File: config.mk
export PLATFORM = sky130hd
export DESIGN_NAME = td4_sequencer
export DESIGN_NICKNAME = d
export VERILOG_FILES = /design/src/rtl/td4_sequencer.sv
export SDC_FILE = /design/constraint.sdc
export NUM_CORES = 1
export LEC_CHECK = 0
export CORE_MARGIN = 2
export CORE_UTILIZATION = 30
export CTS_BUF_LIST = sky130_fd_sc_hd__clkbuf_16
export CTS_CLUSTER_DIAMETER = 40
export DETAILED_ROUTE_END_ITERATION = 10
export PLACE_DENSITY = 0.67
export SLEW_MARGIN = 25
export SYNTH_ARGS = -nofsm -noshare
export SYNTH_HDL_FRONTEND = slang
export SYNTH_SLANG_ARGS = --single-unit
export TNS_END_PERCENT = 50
File: constraint.sdc
create_clock -name CLK -period 2.71 [get_ports CLK]
set_input_delay 0.4065 -clock CLK [delete_from_list [all_inputs] [get_ports CLK]]
set_output_delay 0.4065 -clock CLK [all_outputs]
set_load 0.02 [all_outputs]
File: src/rtl/td4_sequencer.sv
// TD4 control unit: program counter, carry flag, instruction decode and a
// run/halt/single-step controller. Optional HLT opcode: define TD4_HALT_INSN_EN.
//
// Handshake/ordering contract with the datapath: EN marks a cycle whose
// instruction commits at the next rising CLK; LOAD strobes are only nonzero
// while EN is high, so a register may load on (EN & LOAD[n]) with no other
// qualification.

module td4_sequencer #(
   parameter int PC_W = 4
) (
   input  logic            CLK,
   input  logic            CLR,
   input  logic            RUN,
   input  logic            STEP,
   input  logic [7:0]      ROM_DATA,
   input  logic            CARRY_IN,
   output logic [PC_W-1:0] ROM_ADDR,
   output logic [3:0]      IM,
   output logic [1:0]      SEL,
   output logic [3:0]      LOAD,
   output logic            EN,
   output logic            C_FLAG,
   output logic            HALTED,
   output logic [1:0]      DBG_STATE
);

   typedef enum logic [1:0] {
      ST_HALT = 2'd0,
      ST_STEP = 2'd1,
      ST_RUN  = 2'd2
   } state_t;

   localparam logic [3:0] LD_A   = 4'b0001;
   localparam logic [3:0] LD_B   = 4'b0010;
   localparam logic [3:0] LD_OUT = 4'b0100;
   localparam logic [3:0] LD_PC  = 4'b1000;

   state_t          r_state;
   logic            r_en;
   logic            r_halted;
   logic            r_step_q;
   logic [PC_W-1:0] r_pc;
   logic            r_c;

   logic [3:0]      w_op;
   logic [3:0]      w_im;
   logic [1:0]      w_sel;
   logic [3:0]      w_dst;
   logic            w_hlt;
   logic            w_run_ok;
   logic            w_step_edge;

   assign w_op        = ROM_DATA[7:4];
   assign w_im        = ROM_DATA[3:0];
   assign w_step_edge = STEP && !r_step_q;

`ifdef TD4_HALT_INSN_EN
   logic r_armed;

   // After an HLT, RUN must be seen low once before it can restart the core.
   assign w_hlt    = (w_op == 4'b1000);
   assign w_run_ok = r_armed;
`else
   assign w_hlt    = 1'b0;
   assign w_run_ok = 1'b1;
`endif

   always_comb begin
      w_sel = 2'b11;
      w_dst = 4'b0000;
      case (w_op)
         4'b0000: begin w_sel = 2'b00; w_dst = LD_A;   end
         4'b0001: begin w_sel = 2'b01; w_dst = LD_A;   end
         4'b0010: begin w_sel = 2'b10; w_dst = LD_A;   end
         4'b0011: begin w_sel = 2'b11; w_dst = LD_A;   end
         4'b0100: begin w_sel = 2'b00; w_dst = LD_B;   end
         4'b0101: begin w_sel = 2'b01; w_dst = LD_B;   end
         4'b0110: begin w_sel = 2'b10; w_dst = LD_B;   end
         4'b0111: begin w_sel = 2'b11; w_dst = LD_B;   end
         4'b1001: begin w_sel = 2'b01; w_dst = LD_OUT; end
         4'b1011: begin w_sel = 2'b11; w_dst = LD_OUT; end
         // JNC looks at the carry left by the previously executed instruction.
         4'b1110: begin w_sel = 2'b11; w_dst = r_c ? 4'b0000 : LD_PC; end
         4'b1111: begin w_sel = 2'b11; w_dst = LD_PC;  end
         default: begin w_sel = 2'b11; w_dst = 4'b0000; end
      endcase
   end

   assign ROM_ADDR  = r_pc;
   assign IM        = w_im;
   assign SEL       = w_sel;
   assign LOAD      = r_en ? w_dst : 4'b0000;
   assign EN        = r_en;
   assign C_FLAG    = r_c;
   assign HALTED    = r_halted;
   assign DBG_STATE = r_state;

   always_ff @(posedge CLK or negedge CLR) begin
      if (!CLR) begin
         r_state  <= ST_HALT;
         r_en     <= 1'b0;
         r_halted <= 1'b1;
         r_step_q <= 1'b0;
         r_pc     <= '0;
         r_c      <= 1'b0;
`ifdef TD4_HALT_INSN_EN
         r_armed  <= 1'b1;
`endif
      end else begin
         r_step_q <= STEP;

         if (r_en) begin
            r_pc <= LOAD[3] ? PC_W'(w_im) : r_pc + PC_W'(1);
            r_c  <= CARRY_IN;
         end

`ifdef TD4_HALT_INSN_EN
         if (!RUN) begin
            r_armed <= 1'b1;
         end else if (r_en && w_hlt) begin
            r_armed <= 1'b0;
         end
`endif

         // EN/HALTED are registered alongside the state so they never glitch.
         case (r_state)
            ST_HALT: begin
               if (RUN && w_run_ok) begin
                  r_state  <= ST_RUN;
                  r_en     <= 1'b1;
                  r_halted <= 1'b0;
               end else if (w_step_edge) begin
                  r_state  <= ST_STEP;
                  r_en     <= 1'b1;
                  r_halted <= 1'b0;
               end
            end
            ST_STEP: begin
               r_state  <= ST_HALT;
               r_en     <= 1'b0;
               r_halted <= 1'b1;
            end
            ST_RUN: begin
               if (!RUN || w_hlt) begin
                  r_state  <= ST_HALT;
                  r_en     <= 1'b0;
                  r_halted <= 1'b1;
               end
            end
            default: begin
               r_state  <= ST_HALT;
               r_en     <= 1'b0;
               r_halted <= 1'b1;
            end
         endcase
      end
   end

endmodule

==> results by group <==
Placed design
  • Placer Congestion: 0.791
  • HPWL after DPL: 1.06 mm
  • Port Buffer Count: 31
  • Setup WS pre-CTS: 0.267 ns

Timing
  • Slew @ Worst Pin: 0.436 ns
  • Final Critical Period: 2.45 ns
  • Fin crit share: 0.905
  • Slack of the critical path: 0.257 ns
  • Fin. Hold Viols: 0
  • # setup viols final: 0
  • RSZ-0062 raised after global routing: no
  • Slew Limit Fails: 0
  • Fin Clk Skew: 0.00313 ns
  • Setup_tns: 0 ns
  • Slew HR: 0.708
  • Fmax: 408 MHz

Clock network
  • Clock Latency Late Sink: 0.24 ns
  • Reg clk slew, reported paths: 0.04 ns
  • CTS tree: done
  • CTS hold repair buffers: 0
  • Root buffer selected by CTS: clkbuf_16
  • Clk sink count: 10
  • Cts bufs inserted: 3
  • CTS Buffer Depth: 2
  • Level count of the clock H-tree: 1
  • Post-CTS setup buffers: 0
  • Number of cells upsized or downsized after cts: 0

Routing
  • DR vias/cell: 4.81
  • First DRT Iteration DRCs: 5
  • DRT antenna net count: 0
  • DRC: 0
  • WL final: 1.37 mm
  • Avg WL per Cell: 12.2 um
  • DR vias: 539
  • Drt first pass iters: 6

Setup path
  • Crit path launch type: primary input
  • R2r startpoint: EN
  • Worst r2r path cells: 3
  • CP arrival: 2.05 ns
  • R2r setup slk: 1.29 ns
  • Critical path class: in2out
  • Reg2reg end: ROM_ADDR[3]
  • CP Data Required Time: 2.30 ns
  • Worst-path fanout max: 7
  • CP Capture Type: primary output

Finish
  • Nets@finish: 102
  • FILL cells: 168
  • Leading cell type in the layout, fill and taps excluded: clkdlybuf4s50_1
  • Area occupied by multi-input gates: 267 um^2
  • Synth-to-Final Area Change: 68.7%
  • Most frequent cells in the layout: clkdlybuf4s50_1 (31), dfrtp_1 (9), nor2_1 (5), nand2_1 (4)
  • ANT cells: 0
  • Sequential Area: 251 um^2
  • Share of layout cells above drive strength 1: 0.103
  • Utilization after layout: 0.542

Global routing
  • Largest net degree at the start of global routing: 15
  • Vias in the first global route: 488
  • Global-route usage over all layers: 0.128
  • First-pass GRT wire length: 1.98 mm
  • Gr ovfl total: 0
  • Initial antenna violation count: 0

Yosys
  • Average cell area after synthesis: 9.83 um^2
  • Synth Net Count: 71
  • Seq cells post-synth: 10
  • Unique masters post-synth: 30
  • Gate Count Post-Synth: 57
  • Yosys warns: 0
  • Synth Cell Area: 561 um^2
  • Post-synthesis sequential area ratio: 0.449

Die
  • # IOs: 32
  • Die X: 47.2 um
  • Core area: 0.00175 mm^2
  • Initial Util: 0.321
  • Full die area: 0.00223 mm^2
  • Die height: 47.2 um
  • Row count: 15

Min path
  • Min-delay worst type: in2async

Power
  • Power per cell area: 809 mW/mm^2
  • Maximum vdd drop: 462 uV
  • Leakage: 0.382 nW

Run status
  • Outcome: finished, final reports clean

Job
  • Maxcap violations: 0
cells in the mapped netlist:
master	number	area share
nand2b_1	3	0.033
and3_1	1	0.011
nand4_1	1	0.011
nor2_1	5	0.033
a31oi_1	2	0.022
nor4b_1	1	0.016
a21o_2	2	0.031
dfstp_2	1	0.047
nand3_1	1	0.0089
ha_1	1	0.022
nor3_1	2	0.018
o311ai_1	1	0.016
buf_2	1	0.0089
o2111ai_1	1	0.016
inv_1	2	0.013
or2_2	1	0.011
or2b_1	1	0.013
a21oi_1	1	0.0089
nor2b_1	3	0.033
o32a_1	1	0.018
and4_2	1	0.018
a22oi_1	1	0.013
o21ai_0	1	0.0089
mux2_2	1	0.020
nand2_1	4	0.027
nand3b_1	1	0.013
buf_4	4	0.054
a221oi_1	1	0.016
a221o_1	2	0.036
dfrtp_1	9	0.40
critical path, cell delays in order:
cell             delay (ns)
clkdlybuf4s50_1        0.57
nand4_1                0.19
nor2_1                 0.23
clkdlybuf4s50_1        0.64
layer usage:
| layer | routed length, um | global-route usage |
|---|---|---|
| met1 | 582 | 0.150 |
| met2 | 631 | 0.219 |
| met3 | 133 | 0.0269 |
| met4 | 21 | 0.0667 |
| met5 | 0 | 0 |
stage by stage:
stage / hold WS (ns) / std cells / cell area (um^2) / power (mW)
finish: 0.483 / 112 / 946 / 0.766
global route: 0.519 / 112 / 946 / 0.808
CTS: 0.489 / 112 / 946 / 0.777
detailed placement: 0.492 / 108 / 867 / 0.513
global placement: 0.498 / 108 / 867 / 0.512
floorplan: 0.111 / 57 / 561 / 0.380
worst max-delay path by stage:
stage	from	end	slack [ns]	depth (start not counted)
global placement	ROM_DATA[7]	LOAD[3]	0.30	4
global route	ROM_DATA[7]	LOAD[3]	0.12	4
floorplan	EN	LOAD[2]	1.01	3
CTS	ROM_DATA[7]	LOAD[3]	0.26	4
finish	ROM_DATA[7]	LOAD[3]	0.26	4
detailed placement	ROM_DATA[7]	LOAD[3]	0.27	4
registers in the layout, indices dropped and copies added, names as in the netlist:
name,cells
ROM_ADDR,4
DBG_STATE,2
C_FLAG,1
EN,1
HALTED,1
r_step_q,1
where the power goes:
part | internal [mW] | switching, mW
combinational | 0.149 | 0.133
clock | 0.193 | 0.0649
sequential | 0.188 | 0.0389
kinds of logic (layout without fill, tap and decap cells):
family | count (synthesis) | count (layout) | share of synthesized area
buffers and inverters | 7 | 37 | 0.0759
adder cells (fa/ha/maj) | 1 | 1 | 0.0223
AND/OR/NAND/NOR | 25 | 25 | 0.248
multiplexers | 1 | 1 | 0.0201
flip-flops | 10 | 10 | 0.449
AO/OA/AOI/OAI | 13 | 13 | 0.185
final cells by class:
class                   count  area share
flip-flops and latches     10       0.266
repair buffers             31       0.328
well taps                  25      0.0331
clock buffers               3      0.0794
inverters                   2     0.00794
multi-input cells          40       0.282
clock inverters             1     0.00397
Note: power is estimated with default switching activity, not from simulation.
